<file path="src/rtl/life_pkg.sv">
// Shared types and helpers for the Game-of-Life engine.
// Holds the control state encoding and the row/column to bit-index mapping.
package life_pkg;

    typedef enum logic [1:0] {
        IDLE = 2'd0,
        RUN  = 2'd1,
        HALT = 2'd2
    } state_e;

    // Row 0 occupies the lowest COLS bits; columns increase with bit index.
    function automatic int cell_idx(input int r, input int c, input int cols);
        return r * cols + c;
    endfunction

endpackage

</file>
<file path="src/rtl/life_next.sv">
// Combinational B3/S23 next-generation function for a ROWS x COLS grid.
// Define LIFE_TORUS_EN to wrap rows and columns; otherwise off-grid cells read as dead.
module life_next
    import life_pkg::*;
#(
    parameter int ROWS = 8,
    parameter int COLS = 8
) (
    input  logic [ROWS*COLS-1:0] grid_i,
    output logic [ROWS*COLS-1:0] next_o
);

    function automatic logic [3:0] count_at(input logic [ROWS*COLS-1:0] g,
                                            input int r, input int c);
        logic [3:0] n;
        int rr;
        int cc;
        n = '0;
        for (int dr = -1; dr <= 1; dr++) begin
            for (int dc = -1; dc <= 1; dc++) begin
                if (!(dr == 0 && dc == 0)) begin
                    rr = r + dr;
                    cc = c + dc;
`ifdef LIFE_TORUS_EN
                    if (rr < 0) rr = ROWS - 1;
                    else if (rr >= ROWS) rr = 0;
                    if (cc < 0) cc = COLS - 1;
                    else if (cc >= COLS) cc = 0;
                    n = n + {3'b000, g[cell_idx(rr, cc, COLS)]};
`else
                    if (rr >= 0 && rr < ROWS && cc >= 0 && cc < COLS)
                        n = n + {3'b000, g[cell_idx(rr, cc, COLS)]};
`endif
                end
            end
        end
        return n;
    endfunction

    for (genvar r = 0; r < ROWS; r++) begin : g_row
        for (genvar c = 0; c < COLS; c++) begin : g_col
            logic [3:0] cnt;
            assign cnt = count_at(grid_i, r, c);
            assign next_o[r*COLS+c] = (cnt == 4'd3) || (grid_i[r*COLS+c] && (cnt == 4'd2));
        end
    end

endmodule

</file>
<file path="src/rtl/life_grid.sv">
// Game-of-Life engine: grid register, IDLE/RUN/HALT control, generation divider,
// saturating generation counter and sticky still/extinct flags. Torus mode via LIFE_TORUS_EN.
module life_grid
    import life_pkg::*;
#(
    parameter int ROWS   = 8,
    parameter int COLS   = 8,
    parameter int PERIOD = 1,
    parameter int GEN_W  = 16
) (
    input  logic                 clk,
    input  logic                 reset,
    input  logic                 load,
    input  logic [ROWS*COLS-1:0] seed,
    input  logic                 run,
    input  logic                 step,
    output logic [ROWS*COLS-1:0] q,
    output logic [GEN_W-1:0]     gen_count,
    output logic                 stable,
    output logic                 extinct,
    output logic                 halted
);

    localparam int N     = ROWS * COLS;
    localparam int DIV_W = (PERIOD > 1) ? $clog2(PERIOD) : 1;
    localparam logic [DIV_W-1:0] DIV_LAST = DIV_W'(PERIOD - 1);

    state_e           state_q, state_d;
    logic [N-1:0]     grid_q, grid_d, next;
    logic [GEN_W-1:0] gen_q, gen_d;
    logic [DIV_W-1:0] div_q, div_d;
    logic             stable_q, stable_d;
    logic             extinct_q, extinct_d;
    logic             halted_q;
    logic             advance;

    life_next #(.ROWS(ROWS), .COLS(COLS)) u_next (
        .grid_i (grid_q),
        .next_o (next)
    );

    always_comb begin
        state_d   = state_q;
        grid_d    = grid_q;
        gen_d     = gen_q;
        div_d     = div_q;
        stable_d  = stable_q;
        extinct_d = extinct_q;
        advance   = 1'b0;

        if (load) begin
            state_d   = IDLE;
            grid_d    = seed;
            gen_d     = '0;
            div_d     = '0;
            stable_d  = 1'b0;
            extinct_d = 1'b0;
        end else begin
            unique case (state_q)
                IDLE: begin
                    // step has priority; run is re-sampled next cycle.
                    if (step) begin
                        advance = 1'b1;
                    end else if (run) begin
                        state_d = RUN;
                        div_d   = '0;
                    end
                end
                RUN: begin
                    if (!run) begin
                        state_d = IDLE;
                        div_d   = '0;
                    end else if (div_q == DIV_LAST) begin
                        advance = 1'b1;
                        div_d   = '0;
                    end else begin
                        div_d = div_q + 1'b1;
                    end
                end
                default: ;
            endcase

            if (advance) begin
                grid_d    = next;
                gen_d     = (gen_q == '1) ? gen_q : gen_q + 1'b1;
                stable_d  = (next == grid_q);
                extinct_d = (next == '0);
                if ((next == grid_q) || (next == '0))
                    state_d = HALT;
            end
        end
    end

    always_ff @(posedge clk) begin
        if (reset) begin
            state_q   <= IDLE;
            grid_q    <= '0;
            gen_q     <= '0;
            div_q     <= '0;
            stable_q  <= 1'b0;
            extinct_q <= 1'b0;
            halted_q  <= 1'b0;
        end else begin
            state_q   <= state_d;
            grid_q    <= grid_d;
            gen_q     <= gen_d;
            div_q     <= div_d;
            stable_q  <= stable_d;
            extinct_q <= extinct_d;
            halted_q  <= (state_d == HALT);
        end
    end

    assign q         = grid_q;
    assign gen_count = gen_q;
    assign stable    = stable_q;
    assign extinct   = extinct_q;
    assign halted    = halted_q;

endmodule

</file>
<file path="config.mk">
export PLATFORM = sky130hd
export DESIGN_NAME = life_grid
export DESIGN_NICKNAME = d
export VERILOG_FILES = /design/src/rtl/life_pkg.sv /design/src/rtl/life_next.sv /design/src/rtl/life_grid.sv
export SDC_FILE = /design/constraint.sdc
export NUM_CORES = 1
export LEC_CHECK = 0
export BUFFER_PORTS_ARGS = -buffer_cell sky130_fd_sc_hd__buf_2
export CORE_ASPECT_RATIO = 0.8
export CORE_UTILIZATION = 40
export DETAILED_ROUTE_END_ITERATION = 10
export SLEW_MARGIN = 20
export SYNTH_ARGS = -nofsm -noshare
export SYNTH_HDL_FRONTEND = slang
export SYNTH_SLANG_ARGS = --single-unit
</file>
<file path="constraint.sdc">
create_clock -name clk -period 5.6 [get_ports clk]
set_input_delay 0.84 -clock clk [delete_from_list [all_inputs] [get_ports clk]]
set_output_delay 0.84 -clock clk [all_outputs]
set_load 0.005 [all_outputs]
</file>
# --- Word-level counts from Yosys, hierarchy flattened ---
# Cells that the tools add are included.
# Widths: inputs -> output; s select.
op_classes:
  mux: 19
  n_eq_ne: 134
  n_addsub: 351
  bitwise_logic: 1
  n_reduce_logical: 136
op_table:
  columns: ["op", "n"]
  rows:
  - ["$add 4x1->4", 292]
  - ["$eq 4x2->1 const B", 128]
  - ["$mux 64", 2]
  - ["$add 1x1->2", 57]
  - ["$logic_or 1x1->1", 65]
  - ["$eq 64x64->1", 1]
  - ["$logic_and 1x1->1", 64]
  - ["$logic_not 64->1", 1]
  - ["$add 16x1->16 const B", 1]
  - ["$eq 16x16->1 const B", 1]
  - ["$mux 2", 6]
  - ["$mux 1", 8]
  - ["$ne 2x2->1 const B", 2]
  - ["$pmux 1 s2", 2]
  - ["$pmux 2 s2", 1]
  - ["$reduce_bool 2->1", 2]
  - ["$reduce_and 3->1", 1]
  - ["$eq 2x1->1 const B", 1]
  - ["$eq 2x2->1 const B", 1]
  - ["$logic_not 2->1", 1]
  - ["$reduce_and 2->1", 1]
  - ["$reduce_or 2->1", 1]
  - ["$add 1x1->1 const B", 1]
  - ["$not 1->1", 1]
totals:
  ff_bits: 86
  input_bits: 69
  out_inout_bits: 83

# --- Longest topological paths before layout ---
# Gate-level depths: netlist of the first run.
logic_depth:
  depth_word: 16
  depth_mapped: 16
  depth_no_buf: 16

# --- By module ---
# From an unflattened synthesis of the first run, not the netlist that was laid out.
unflattened:
  hier_cells: 1316
  area_unflattened_um2: 12723.5
modules_own_cells:
  columns: ["mod", "instances", "area_each_um2", "cells_each"]
  rows:
  - ["life_next", 1, 7868.8, 825]
  - ["life_grid", 1, 4854.7, 491]

# --- Least setup slack after synthesis of the first run ---
# No wires, ideal clock.
synth_timing:
  kind: "reg2reg"
  from: "register grid_q[21] (netlist: q[21])"
  to: "register state_q[0]"
  stages_incl_launch_ff: 15
  t_arrival_ns: 4.811
  synth_period_minus_slack_ns: 4.927
  slack_ns: 0.673
  n_path_buf: 0
  cell_sequence: "dfxtp_1 > ha_1 > inv_1 > fa_1 > fa_1 > inv_1 > fa_1 > inv_1 > fa_1 > o311a_2 > or4_1 > or4_1 > nor4_2 > a21oi_2 > a41o_1"
synth_via:
  elab_chain_cells: 15
  word_cells_on_any_way: 75
  cone_classes: "add/sub: 35; eq/ne: 17; mux: 3; reduce/logical: 20"
synth_rtl:
  columns: ["element", "line", "source"]
  rows:
  - ["start, declared", "life_grid.sv:29", "logic [N-1:0] grid_q, grid_d, next;"]
  - ["start signal, assigned", "life_grid.sv:105", "grid_q <= grid_d;"]
  - ["$add 1x1->2", "life_next.sv:32", "n = n + {3'b000, g[cell_idx(rr, cc, COLS)]};"]
  - ["$add 4x1->4 (6 in series)", "life_next.sv:32", null]
  - ["$eq 4x2->1", "life_next.sv:44", "assign next_o[r*COLS+c] = (cnt == 4'd3) || (grid_i[r*COLS+c] && (cnt == 4'd2));"]
  - ["$logic_and 1x1->1", "life_next.sv:44", null]
  - ["$logic_or 1x1->1", "life_next.sv:44", null]
  - ["$eq 64x64->1 / $logic_not 64->1 (equally long branches)", "life_grid.sv:88", "if ((next == grid_q) || (next == '0))"]
  - ["$logic_or 1x1->1 (*)", "life_grid.sv:88", null]
  - ["$mux 2 (*)", "life_grid.sv:88", null]
  - ["$mux 2 (*)", "life_grid.sv:83", "if (advance) begin"]
  - ["$mux 2 (*)", "life_grid.sv:51", "if (load) begin"]
  - ["end signal, assigned", "life_grid.sv:104", "state_q <= state_d;"]
  - ["end, declared", "life_grid.sv:28", "state_e state_q, state_d;"]
# Every way passes the cells marked *; elsewhere a longest branch is shown, timed or not.
# A chain may end at the register's enable or synchronous reset.

# --- Worst setup path in the final report of the first run ---
layout_timing:
  from: "register grid_q[4] (netlist: q[4])"
  to: "register state_q[0]"
# The elaborated chain is that of the path after synthesis.

==> impl_metrics.yaml, run 1 <==
placement:
  place_congestion: 0.995
  portBuffers: 151
  hpwl_um: 43200
sta:
  min_period_over_period_pct: 97.4
  fmax_mhz: 183
  holdWs_ns: 0.469
  slew_viol_final: 0
  slew_headroom_pct: 24.3
  finalCriticalPeriod_ns: 5.45
  finClkSkew_ns: 0.0107
  fin_setup_tns_ns: 0
  worst_pin_slew_ns: 1.12
  hold_viol_final: 0
  finalSetupViolCount: 0
  rsz0062_at_grt: "false"
grt:
  grt_overflow: 0
  gr-usage-all-layers_pct: 29.6
  grt_max_degree: 77
  grt_pass1_vias: 12700
  grt_first_pass_wirelength_um: 78300
  antenna_found_initial: 4
yosys:
  avgSynthCellArea_um2: 8.27
  synth_edf_count: 0
  synth_top_area_share_pct: 27.5
  synth.area.top_cells: "fa_1 (27%), ha_1 (14%), dfxtp_1 (12%)"
  synth_cells: 1728
  ys_ff_latch: 85
  yosys-top-cells-count: "inv_1 (359), nor2_1 (200), fa_1 (196), ha_1 (162), a21oi_1 (161)"
  yosysTopAreaCell: "fa_1"
  synthArstFlopShare_pct: 0
  synth_area_um2: 14300
  syn_nets: 2155
  ys_types: 89
  yosysWarnings: 0
  ys.flop_type: "dfxtp_1"
  ys_seq_area_share_pct: 11.9
  synth.most_common_cell: "inv_1"
setup_path:
  rr_endpoint: "state_q[0]"
  cp-start-kind: "flop"
  worstPathArrival_ns: 5.74
  timing.rr.start: "q[4]"
  ff2ff_setup_slack_ns: 0.15
  r2r_cells: 16
  crit_path_end_kind: "flop"
  crit_type: "flop to flop"
  crit_required_ns: 5.89
  path_max_fanout: 9
status:
  status: "finished clean"
cts:
  clkLatencyLatePin_ns: 0.40
  cts_max_level: 3
  cts_resized: 0
  clockRootBuffer: "clkbuf_16"
  cts_tree: "yes"
  cts_buffers: 9
  ctsHoldBuffers: 0
  cts.sinks: 85
  cts_setup_buffers: 0
  ctsLongestPathBuffers: 2
  path_clk_slew_ns: 0.09
detailed_routing:
  drc: 0
  drtAntennaViolNets: 0
  via_count: 13100
  wirelength_um: 52200
  wl_per_cell_um: 21.9
  firstDrtPassIters: 6
  vias_per_cell: 5.49
  drt-initial-drc-count: 1015
run:
  max_cap_violations: 0
power_and_ir_drop:
  total_power_mw: 5.19
  total_leakage_power_nw: 8.00
  powerDensity_nw_per_um2: 320
  vdd_ir_drop_max_v: 0.000161
min_path:
  worstHoldStart: "extinct"
  worstHoldPathType: "flop to flop"
  hold_depth: 2
  worstHoldEndpoint: "extinct"
die:
  initial_core_util_pct: 40.9
  core_um2: 35000
  row_count: 61
  die_h_um: 171
  die_x_um: 213
  ios: 152
  dieArea_um2: 36500
finish:
  area_delta_synth_final_pct: 13.5
  drive_above_1_share_pct: 13.0
  final_util_pct: 46.4
  fin_nets: 2331
[placed cells by master (no fill, tap or decap), drive strengths merged, types with 33 or more instances in the layout]
cell    count
o21ai      39
nor2      200
a211oi     34
fa        196
ha        162
dfxtp      85
a21oi     162
nor3b      33
inv       363
buf       204
nor2b      45
nand2      81
[registers in the layout (all words and copies together) (netlist names)]
signal,count
gen_count,16
state_q,2
q,64
extinct,1
stable,1
halted,1
[through the flow]
stage	setup slack, ns	instance area [um2]	instances
2_1_floorplan	0.673	14300	1728
3_3_place_gp	0.336	15900	2365
3_5_place_dp	0.312	15900	2365
4_1_cts	0.284	16200	2381
5_1_grt	0.00739	16200	2381
6_report	0.148	16200	2382
[final cells by class]
class	count	area [um2]
diodes	1	2.50
clock inverters	7	88.8
clock buffers	9	225
flip-flops and latches	85	1700
fillers	3539	18700
multi-input cells	1244	11100
well taps	472	591
repair buffers	204	1170
inverters	360	1350
[routing by layer]
layer  track usage [%]  share of wire [%]  vias up
met2              43.8                 42      504
met5                 0                  0        -
met4              7.27                2.2        0
li1                  -                  -     6109
met1              41.8                 46     6417
met3              9.14                9.0       53
[where the power goes]
| group | switching, mW | internal, mW |
|---|---|---|
| Sequential | 0.0826 | 0.651 |
| Clock | 0.369 | 0.322 |
| Combinational | 2.30 | 1.47 |
[cells by family after synthesis]
family / Yosys count / share of synthesized area, %
DFF: 85 / 11.9
adders and majority gates: 358 / 41.6
and+or+nand+nor: 519 / 19.0
buffers and inverters: 399 / 10.5
AOI/OAI and AO/OA: 332 / 14.6
xor gates and xnor gates: 12 / 0.736
muxes: 23 / 1.62
[worst max-delay path by stage]
stage / from / endpoint / slack (ns)
after floorplan: q[21] / state_q[0] / 0.67
final: q[4] / state_q[0] / 0.15
after global placement: q[52] / state_q[0] / 0.34
after global routing: q[4] / state_q[0] / 0.007
after CTS: q[4] / state_q[0] / 0.28
after detailed placement: q[4] / state_q[0] / 0.31
[critical path, stage by stage, from the launching register on]
cell	delay (ns)
dfxtp_1	0.58
ha_1	0.31
inv_1	0.07
fa_1	0.45
fa_1	0.50
inv_1	0.05
fa_1	0.37
inv_1	0.08
fa_1	0.46
a22o_1	0.28
a2111oi_0	0.35
o2111ai_1	0.32
nor4_1	0.43
nand4_1	0.19
nor4_2	0.46
a21oi_2	0.18
a41o_1	0.27
Power figures use the tool's default switching activity.
==> run 2, diff against run 1 <==
Settings changed: CORE_ASPECT_RATIO 0.8 to 1.1.
==> run 2 against run 1 <==
  * Worst hold slack got worse by 0.010 ns
  * Worst setup slack improved by 0.29 ns
  * Count of clock-buffer cells in the layout did not move
  * Critical path depth did not move
  * Register-to-register slack improved by 0.29 ns
  * Non-clock buffer count rose by 4
  * Clock power fell by 4.3%
  * Clock skew rose by 0.0078 ns
  * Critical path type unchanged
  * Highest routed layer is now met5
  * Sequential share of layout area barely moved
  * Largest power group unchanged
  * Final cell count fell by 1.0%
  * Sequential power rose by 0.7%
  * Design area fell by 0.25%
  * Largest cell class unchanged
==> impl_metrics.yaml, run 2 (synthesis results as in run 1) <==
cts:
  clockRootBuffer: "clkbuf_16"
  path_clk_slew_ns: 0.07
  cts_setup_buffers: 0
  ctsHoldBuffers: 0
  cts.sinks: 85
  cts_max_level: 3
  cts_tree: "yes"
  ctsLongestPathBuffers: 2
  clkLatencyLatePin_ns: 0.41
  cts_buffers: 9
grt:
  grt_pass1_vias: 13100
  gr-usage-all-layers_pct: 29.0
  grt_overflow: 0
  antenna_found_initial: 1
  grt_max_degree: 92
  grt_first_pass_wirelength_um: 78900
finish:
  largest_reg_flops: 64
  area_delta_synth_final_pct: 13.2
  fillers: 3578
  fin_area_um2: 16200
  num_antenna_cells: 0
  fin_nets: 2335
  regArea_um2: 1700
  final_util_pct: 46.0
  fin_cells: 2357
  final_common_cell: "inv_1"
  most-common-layout-cells: "inv_1 (359), nor2_1 (199), fa_1 (196), ha_1 (162), a21oi_1 (161)"
  multi_input_area_um2: 11100
  drive_above_1_share_pct: 13.3
detailed_routing:
  vias_per_cell: 5.57
  drc: 0
  drtAntennaViolNets: 0
  wirelength_um: 51300
  wl_per_cell_um: 21.8
  firstDrtPassIters: 7
  via_count: 13100
  drt-initial-drc-count: 926
run:
  max_cap_violations: 0
setup_path:
  crit_start: "q[44]"
  timing.rr.start: "q[44]"
  rr_endpoint: "state_q[0]"
  slowest_stage: "dfxtp_1"
  cp-start-kind: "flop"
  cp_cell_sequence: "inv_1, fa_1, fa_1, inv_1, fa_1, inv_1, fa_1, nor4bb_1, buf_4, a32oi_1, nand4_1, nor4_1, nand4_1, nor4_2, a21oi_2, a41o_1"
  crit_type: "flop to flop"
  cp_num_cells: 16
  r2r_cells: 16
  crit_path_end_kind: "flop"
  ff2ff_setup_slack_ns: 0.43
  path_max_fanout: 9
  cpPeakStageDelay_ns: 0.61
  critPathMostFrequentCell: "fa_1"
  worstPathArrival_ns: 5.46
  path_buf_inv: 4
  crit_required_ns: 5.90
  critical_path.top_delay_family: "adder cells"
  endpoint: "state_q[0]"
sta:
  fin_setup_tns_ns: 0
  fmax_mhz: 194
  finClkSkew_ns: 0.0185
  min_period_over_period_pct: 92.3
  hold_viol_final: 0
  finalSetupViolCount: 0
  slew_viol_final: 0
  rsz0062_at_grt: "false"
  slew_headroom_pct: 31.0
  finalCriticalPeriod_ns: 5.17
  worst_pin_slew_ns: 1.01
placement:
  dpl.cell_count: 2341
  portBuffers: 151
  placed_cell_area_um2: 15900
  place_congestion: 0.999
  hpwl_um: 42300
power_and_ir_drop:
  total_leakage_power_nw: 8.01
  total_power_mw: 5.14
  powerDensity_nw_per_um2: 318
  vdd_ir_drop_max_v: 0.000201
status:
  status: "finished clean"
die:
  core_um2: 35100
  initial_core_util_pct: 40.7
  die_h_um: 200
  row_count: 72
  dieArea_um2: 36500
  die_x_um: 182
  ios: 152
min_path:
  worstHoldPathType: "flop to flop"
==> run 2: cell types whose count changed in the layout (fill, tap and decap cells not counted), sizes merged <==
cell | previous run | this run
buf | 204 | 208
clkinvlp | 0 | 1
clkinv | 4 | 2
diode | 1 | 0
inv | 363 | 364
==> run 2: repair_timing <==
| item | CTS | global route |
|---|---|---|
| hold endpoints to repair | 0 | 0 |
| endpoints found under the setup margin | 0 | 2 |
| resized for setup | 0 | 1 |
==> run 2: area by class of cell <==
class                   instances  area share, %
clock buffers                   9           1.39
clock inverters                 7          0.387
inverters                     360           8.35
multi-input cells            1244           68.6
flip-flops and latches         85           10.5
well taps                     444           3.43
repair buffers                208           7.33
==> run 2: where the power goes <==
group	leakage (nW)	internal, mW	switching (mW)
Combinational	7.17	1.47	2.27
Sequential	0.697	0.651	0.0881
Clock	0.139	0.311	0.350
==> run 2: worst min path at each step <==
stage | start | cells after the start | end | slack [ns]
2_1_floorplan | extinct | 2 | extinct | 0.45
3_3_place_gp | extinct | 2 | extinct | 0.44
3_5_place_dp | extinct | 2 | extinct | 0.45
4_1_cts | extinct | 2 | extinct | 0.46
5_1_grt | extinct | 2 | extinct | 0.49
6_report | extinct | 2 | extinct | 0.46
==> run 2: per-layer routing <==
layer  vias up  GRT usage, %  share of wire [%]
met4         2          13.1                4.2
met3        96          2.40                3.8
met5         -             0              0.025
met2       384          47.9                 48
met1      6531          38.7                 44
li1       6119             -                  -
==> run 2: metrics by stage <==
step / hold slack, ns / worst slack, ns
global placement: 0.439 / 0.524
finish: 0.459 / 0.433
CTS: 0.461 / 0.322
detailed placement: 0.452 / 0.328
floorplan: 0.448 / 0.673
global route: 0.487 / 0.204
==> run 2: worst register-to-register path, stage by stage, from the launching register on <==
cell and delay, ns:
dfxtp_1 0.61, inv_1 0.33, fa_1 0.60, fa_1 0.40, inv_1 0.07, fa_1 0.19
inv_1 0.06, fa_1 0.60, nor4bb_1 0.09, buf_4 0.13, a32oi_1 0.42, nand4_1 0.26
nor4_1 0.31, nand4_1 0.14, nor4_2 0.41, a21oi_2 0.17, a41o_1 0.27
==> run 3, diff against run 2 <==
Settings changed: CORE_ASPECT_RATIO 1.1 to 1.75.
==> run 3 against run 2 <==
  * Combinational power up 2%
  * Worst hold slack better by 0.0023 ns
  * Flip-flop and latch count unchanged
  * Fmax down 1.1%
  * Die area about the same
  * Highest routed layer is now met4
  * Design area up 0.72%
  * Critical path depth down 1
  * Clock power about the same
  * Count of clock-buffer cells in the layout up 1
  * Via count up 0.40%
  * First-iteration DRC count down 15%
  * Wire length up 5.5%
==> impl_metrics.yaml, run 3 (synthesis results as in run 1) <==
status:
  status: "finished clean"
grt:
  antenna_found_initial: 0
  grt_first_pass_wirelength_um: 81000
  grt_overflow: 0
  grt_pass1_vias: 13600
  grt_max_degree: 77
  gr-usage-all-layers_pct: 30.9
die:
  core_um2: 35200
  row_count: 91
  dieArea_um2: 36500
  die_h_um: 252
  ios: 152
  initial_core_util_pct: 40.6
  die_x_um: 145
setup_path:
  cpPeakStageDelay_ns: 0.59
  crit_path_end_kind: "flop"
  path_buf_inv: 3
  cp_cell_sequence: "inv_1, fa_1, fa_1, inv_1, fa_1, inv_1, fa_1, a22o_1, a221oi_1, o311ai_0, a2111oi_0, nand4_1, nor4_2, a21oi_2, a41o_1"
  critPathMostFrequentCell: "fa_1"
  critical_path.top_delay_family: "adder cells"
  path_max_fanout: 9
  cp-start-kind: "flop"
  worstPathArrival_ns: 5.50
  crit_type: "flop to flop"
  crit_required_ns: 5.87
  slowest_stage: "dfxtp_1"
placement:
  portBuffers: 151
  pre_cts_ws_ns: 0.395
  place_congestion: 0.996
  hpwl_um: 45400
finish:
  final_common_cell: "inv_1"
  fin_nets: 2345
  fillers: 3587
  drive_above_1_share_pct: 13.6
  largest_reg_flops: 64
  most-common-layout-cells: "inv_1 (359), nor2_1 (199), fa_1 (196), ha_1 (162), a21oi_1 (161)"
  num_antenna_cells: 0
  area_delta_synth_final_pct: 14.0
power_and_ir_drop:
  vdd_ir_drop_max_v: 0.000155
  powerDensity_nw_per_um2: 319
  total_leakage_power_nw: 8.05
sta:
  worst_pin_slew_ns: 1.01
  layout_setup_ws_ns: 0.377
  slew_viol_final: 0
  hold_viol_final: 0
  finClkSkew_ns: 0.0251
  finalSetupViolCount: 0
  rsz0062_at_grt: "false"
  fmax_mhz: 191
  fin_setup_tns_ns: 0
  min_period_over_period_pct: 93.3
  finalCriticalPeriod_ns: 5.22
  slew_headroom_pct: 32.0
detailed_routing:
  drt-initial-drc-count: 785
  drtAntennaViolNets: 0
  wirelength_um: 54200
  via_count: 13200
  firstDrtPassIters: 9
  vias_per_cell: 5.52
  drc: 0
  wl_per_cell_um: 22.7
cts:
  cts_max_level: 3
  path_clk_slew_ns: 0.09
  cts_tree: "yes"
  ctsHoldBuffers: 0
  cts_buffers: 9
  clockRootBuffer: "clkbuf_16"
  cts_setup_buffers: 0
  ctsLongestPathBuffers: 2
  cts.sinks: 85
  clkLatencyLatePin_ns: 0.39
  cts_resized: 0
run:
  max_cap_violations: 0
min_path:
  worstHoldPathType: "flop to flop"
-- run 3: changes by cell type in the layout (fill, tap and decap cells not counted), moves of 2 or more --
cell	before	now
buf_4	58	67
inv_6	3	1
clkinvlp_4	1	3
clkinv_4	2	0
-- run 3: metal layers --
metal	vias up	global-route usage [%]	part of all wire, %
li1	6133	-	-
met1	6567	33.0	37
met2	365	56.5	52
met3	119	2.92	3.6
met4	0	20.4	7.2
met5	-	0	0
-- run 3: worst reg2reg max path: stages (launching register included) --
cell       delay, ns
dfxtp_1         0.59
inv_1           0.33
fa_1            0.58
fa_1            0.50
inv_1           0.05
fa_1            0.38
inv_1           0.08
fa_1            0.46
a22o_1          0.21
a221oi_1        0.29
o311ai_0        0.21
a2111oi_0       0.39
nand4_1         0.20
nor4_2          0.39
a21oi_2         0.16
a41o_1          0.26
-- run 3: final timing paths --
path	start	endpoint	slack, ns	cells past startpoint
worst max-delay path	q[10]	state_q[0]	0.38	15
worst min-delay path	stable	stable	0.46	2
worst max register to register	q[10]	state_q[0]	0.38	15
worst min register to register	stable	stable	0.46	2
-- run 3: cell type report --
class | instances | area [um2] | share of cell area, %
clock buffer | 10 | 229 | 1.41
clock inverter | 5 | 61.3 | 0.376
inverter | 360 | 1350 | 8.29
multi-input combinational | 1244 | 11100 | 68.1
sequential | 85 | 1700 | 10.4
tap | 465 | 582 | 3.57
timing repair buffer | 218 | 1270 | 7.82
-- run 3: per-stage QoR --
step	hold WS, ns	cell area (um2)	std cells	util [%]	power, mW
after detailed placement	0.446	16000	2372	45.5	4.51
after floorplan	0.448	14300	1728	-	3.20
after CTS	0.455	16300	2387	46.3	5.20
final	0.461	16300	2387	46.3	5.20
after global routing	0.487	16300	2387	46.3	5.64
after global placement	0.445	16000	2372	45.5	4.44
-- run 3: report_power, final --
| group | leakage (nW) | switching [mW] | total, mW | internal (mW) |
|---|---|---|---|---|
| clock | 0.131 | 0.315 | 0.661 | 0.346 |
| combinational | 7.22 | 2.31 | 3.81 | 1.50 |
| sequential | 0.697 | 0.0744 | 0.726 | 0.652 |
| total | 8.05 | 2.70 | 5.20 | 2.49 |
